[src/rtl/jailbreak_lpf_scheduler.sv]
// rtl/jailbreak_lpf_scheduler.sv - two-channel first-order IIR low-pass sharing one 18x18 multiplier
module jailbreak_lpf_scheduler #(
    parameter int DIV    = 256,
    parameter int B1_DEF = 352,
    parameter int B2_DEF = 352,
    parameter int A2_DEF = -32064
) (
    input  logic               clk,
    input  logic               reset,
    input  logic signed [15:0] in0,
    input  logic signed [15:0] in1,
    input  logic               cfg_we,
    input  logic               cfg_ch,
    input  logic [1:0]         cfg_sel,
    input  logic signed [17:0] cfg_data,
    output logic signed [15:0] out0,
    output logic signed [15:0] out1,
    output logic [1:0]         out_valid,
    output logic               busy
);

    typedef enum logic [2:0] {IDLE, MAC_B1, MAC_B2, MAC_A2, WB} state_t;

    logic [9:0]         cnt;
    logic               tick;
    state_t             state, state_nxt;
    logic               ch, ch_nxt;
    logic signed [17:0] sh_coef  [2][3];
    logic signed [17:0] sh_nxt   [2][3];
    logic signed [17:0] act_coef [2][3];
    logic signed [15:0] x_smp    [2];
    logic signed [15:0] x_prev   [2];
    logic signed [15:0] y_prev   [2];
    logic signed [37:0] acc;
    logic signed [17:0] mul_a, mul_b;
    logic signed [35:0] product;
    logic signed [37:0] y_full;
    logic signed [15:0] y_sat;

    function automatic logic signed [17:0] coef_def(input int k);
        case (k)
            0:       return 18'(B1_DEF);
            1:       return 18'(B2_DEF);
            default: return 18'(A2_DEF);
        endcase
    endfunction

    assign tick = (cnt == 10'(DIV - 1));
    assign busy = (state != IDLE);

    always_ff @(posedge clk) begin
        if (!reset || tick) cnt <= '0;
        else                cnt <= cnt + 10'd1;
    end

    // Shadow-next view so a write landing on the tick edge reaches the active set too.
    always_comb begin
        for (int c = 0; c < 2; c++) begin
            for (int k = 0; k < 3; k++) begin
                sh_nxt[c][k] = sh_coef[c][k];
                if (cfg_we && int'(cfg_ch) == c && int'(cfg_sel) == k)
                    sh_nxt[c][k] = cfg_data;
            end
        end
    end

    always_ff @(posedge clk) begin
        for (int c = 0; c < 2; c++) begin
            for (int k = 0; k < 3; k++) begin
                if (!reset) begin
                    sh_coef[c][k]  <= coef_def(k);
                    act_coef[c][k] <= coef_def(k);
                end else begin
                    sh_coef[c][k] <= sh_nxt[c][k];
                    if (tick) act_coef[c][k] <= sh_nxt[c][k];
                end
            end
        end
    end

    always_comb begin
        state_nxt = state;
        ch_nxt    = ch;
        mul_a     = '0;
        mul_b     = '0;
        case (state)
            IDLE: begin
                if (tick) begin
                    state_nxt = MAC_B1;
                    ch_nxt    = 1'b0;
                end
            end
            MAC_B1: begin
                state_nxt = MAC_B2;
                mul_a     = act_coef[ch][0];
                mul_b     = 18'(x_smp[ch]);
            end
            MAC_B2: begin
                state_nxt = MAC_A2;
                mul_a     = act_coef[ch][1];
                mul_b     = 18'(x_prev[ch]);
            end
            MAC_A2: begin
                state_nxt = WB;
                mul_a     = act_coef[ch][2];
                mul_b     = 18'(y_prev[ch]);
            end
            WB: begin
                if (ch) begin
                    state_nxt = IDLE;
                    ch_nxt    = 1'b0;
                end else begin
                    state_nxt = MAC_B1;
                    ch_nxt    = 1'b1;
                end
            end
            default: state_nxt = IDLE;
        endcase
    end

    assign product = mul_a * mul_b;
    assign y_full  = acc >>> 15;

    always_comb begin
        y_sat = y_full[15:0];
        if (y_full > 38'sd32767)       y_sat = 16'sh7fff;
        else if (y_full < -38'sd32768) y_sat = 16'sh8000;
    end

    always_ff @(posedge clk) begin
        if (!reset) begin
            state     <= IDLE;
            ch        <= 1'b0;
            acc       <= '0;
            out0      <= '0;
            out1      <= '0;
            out_valid <= '0;
            for (int c = 0; c < 2; c++) begin
                x_smp[c]  <= '0;
                x_prev[c] <= '0;
                y_prev[c] <= '0;
            end
        end else begin
            state     <= state_nxt;
            ch        <= ch_nxt;
            out_valid <= '0;
            if (tick) begin
                x_smp[0] <= in0;
                x_smp[1] <= in1;
            end
            case (state)
                MAC_B1: acc <= 38'(product);
                MAC_B2: acc <= acc + 38'(product);
                MAC_A2: acc <= acc - 38'(product);
                WB: begin
                    out_valid[ch] <= 1'b1;
                    y_prev[ch]    <= y_sat;
                    x_prev[ch]    <= x_smp[ch];
                    if (ch) out1 <= y_sat;
                    else    out0 <= y_sat;
                end
                default: ;
            endcase
        end
    end

endmodule

[config.mk]
export PLATFORM = sky130hd
export DESIGN_NAME = jailbreak_lpf_scheduler
export DESIGN_NICKNAME = d
export VERILOG_FILES = /design/src/rtl/jailbreak_lpf_scheduler.sv
export SDC_FILE = /design/constraint.sdc
export NUM_CORES = 2
export LEC_CHECK = 0
export BUFFER_PORTS_ARGS = -buffer_cell sky130_fd_sc_hd__clkbuf_2
export CAP_MARGIN = 25
export CORE_UTILIZATION = 64
export CTS_CLUSTER_DIAMETER = 80
export DETAILED_ROUTE_END_ITERATION = 8
export HOLD_SLACK_MARGIN = 0.15
export MAX_ROUTING_LAYER = met4
export PLACE_DENSITY = 0.82
export SYNTH_ARGS = -nofsm -noshare
export SYNTH_HDL_FRONTEND = slang
export SYNTH_SLANG_ARGS = --single-unit
[constraint.sdc]
create_clock -name clk -period 14.9 [get_ports clk]
set_input_delay 1.49 -clock clk [delete_from_list [all_inputs] [get_ports clk]]
set_output_delay 1.49 -clock clk [all_outputs]
set_load 0.005 [all_outputs]
==> run metrics <==
Seq cells post-synth 399; critical path peak fanout 47; Max clock buf depth 3; post-route insts no fill 3919; drt first-iter violations 2233; first-pass GRT wire length 133 mm; Worst Hold Path EP out0[13]; CTS resizes 0; Routed WL 82.6 mm; drt first pass iters 6; Register-to-Register Setup Slack 2.02 ns; max-cap viol count 0; Post-synth EDFFs 204; clock tree sinks 399; die area 48900 µm²; WL/cell 21.1 µm; Initial Util 0.654; mapped cell area 30700 µm²; Worst Clk Skew 0.0182 ns; max frequency 0.0777 GHz; sequential area share after synthesis 0.327; CTS Buf Count 37; Slew HR 0.249; Final Setup Violations 0; layout cell share with drive strength beyond 1 0.0879; final net count 3798; Data required, critical path 15.35 ns; Final Hold Fails 0; worst skew pair latency 0.54 ns; Post-route DRC 0; Congestion Overflow GR 0; Period minus WS final 12.88 ns; Post-CTS Setup Inserts 0; Peak VDD IR 0.111 mV; CTS HTree Levels 2; hold_ws 0.456 ns; core area 47000 µm²; RR Startpoint state[1]; Worst R2R Path Depth 41; WHS Path Cells 1; static leakage 14.5 nW; dpl ws 2.43 ns; vias in the first global route 24600; RSZ-0062 raised after global routing no; Syn Inst Count 3245; cell at the slowest stage of the critical path dfxtp_1; CTS root buf clkbuf_16; run status completed; global placement routability congestion 1.01; Critical Path Start Type flop; critical path type flop to flop; Yosys warnings 0; library cells used by synthesis 83; Syn Area/Cell 9.46 µm²; die width 221 µm; dpl cells 3847; Hold Crit Start out0[13]; GRT Total Usage 0.357; hold buffer count at cts 0; Die Height 221 µm; Syn Nets 3760; DR vias/cell 6.13; CP Capture Type flop; asr flop ratio synth 0; FF-to-FF End acc[37]; worst min path class flop to flop; Post-DP HPWL 60.5 mm; initial antenna violation count 1; Setup WS post-layout 2.02 ns; io pins 91; synth-to-layout area growth 7.53%; post-layout util 0.703; post-route cell area 33000 µm²; Worst Max-Slew Pin Slew 1.12 ns; Power, Total 2.20 mW; pwr/cell area 66.6 nW/µm²; CTS tree yes; standard-cell rows 79; crit-path max cell delay 0.94 ns; Tcrit/Tclk final 0.864; placed cell area 31800 µm²; Max Slew Vio Count 0; DRT antenna net count 0; PortBufs 90; largest net degree at the start of global routing 83; TNS Setup 0 ns; Worst-path clk slew 0.07 ns; DR vias 24000; CP arrival 13.33 ns; Top FF cell, synth edfxtp_1
==> flip-flops by register name, summed over array words and instances, names as in the netlist, named ones only <==
signal,count
out1,16
x_smp,32
sh_coef,108
out0,16
state,3
acc,38
act_coef,108
x_prev,32
cnt,10
y_prev,32
out_valid,2
ch,1
==> cells in the mapped netlist (11+ instances only) <==
library cell	number	area, µm²
a211oi_1	18	135
a21o_1	63	473
a21oi_1	202	1010
a221oi_1	11	96.3
a31oi_1	13	81.3
and2_1	104	651
and3_1	55	344
buf_1	13	48.8
clkbuf_1	124	465
dfxtp_1	195	3900
edfxtp_1	204	6130
fa_1	328	6570
ha_1	131	1640
inv_1	418	1570
mux2_2	14	158
mux2i_1	57	571
mux4_2	13	293
nand2_1	468	1760
nand2b_1	33	206
nand3_1	52	260
nand4_1	12	75.1
nor2_1	307	1150
nor2b_1	39	244
nor3_1	19	95.1
o211ai_1	14	105
o21ai_0	44	220
o21ai_1	13	65.1
o22ai_1	12	75.1
or2_2	29	181
xnor2_1	61	534
xor2_1	43	377
==> worst max-delay path by stage <==
stage,startpoint,to,slack [ns],depth (start not counted)
6_report,state[1],acc[37],2.02,41
2_1_floorplan,flop,acc[37],4.23,44
3_5_place_dp,state[1],acc[37],2.43,41
5_1_grt,state[1],acc[37],1.0,41
4_1_cts,state[1],acc[37],2.36,41
3_3_place_gp,state[1],acc[37],2.74,41
==> cells in the final DEF (no fill, tap or decap), types with 55 or more instances in the layout <==
cell	instances
inv_1	418
nor2_1	303
ha_1	131
a21oi_1	202
and3_1	55
and2_1	104
fa_1	328
dfxtp_1	193
xnor2_1	61
clkbuf_2	90
mux2i_1	57
a21o_1	63
nand2_1	467
edfxtp_1	204
==> cell type report <==
cell class                      count  area, µm²
Fill cell                        3418      13900
Clock buffer                       47        995
Multi-Input combinational cell   2281      18600
Antenna cell                        1       2.50
Sequential cell                   399      10000
Timing Repair Buffer              145        893
Clock inverter                     20        188
Inverter                          419       1570
Tap cell                          607        759
==> critical path: cells and delay by family (launching register included) <==
kind	cells	cell delay [ns]
and+or+nand+nor	13	3.67
AOI/OAI and AO/OA	11	3.31
DFF	1	0.94
adders and majority gates	8	3.52
buffers and inverters	6	0.78
xor gates and xnor gates	3	0.54
==> where the power goes <==
part           switching (mW)  internal, mW  total (mW)  leakage, nW
Combinational          0.0544        0.0198      0.0742         10.4
Clock                   0.417         0.515       0.932        0.559
Sequential             0.0101          1.18        1.19         3.54
Total                   0.481          1.72        2.20         14.5
==> cell families after synthesis <==
logic type,count (synthesis),synth area share
AOI/OAI and AO/OA,486,0.103
DFF,399,0.327
buffers and inverters,565,0.0699
xor gates and xnor gates,105,0.0302
muxes,84,0.0333
and+or+nand+nor,1147,0.170
adders and majority gates,459,0.267
==> per-layer routing <==
layer / up-vias / global-route usage / routed length (µm)
li1: 10700 / - / -
met1: 11900 / 0.464 / 32600
met2: 1204 / 0.583 / 40100
met3: 227 / 0.0445 / 7190
met4: 0 / 0.120 / 2730
met5: - / - / 0
(Power assumes the default switching activity.)
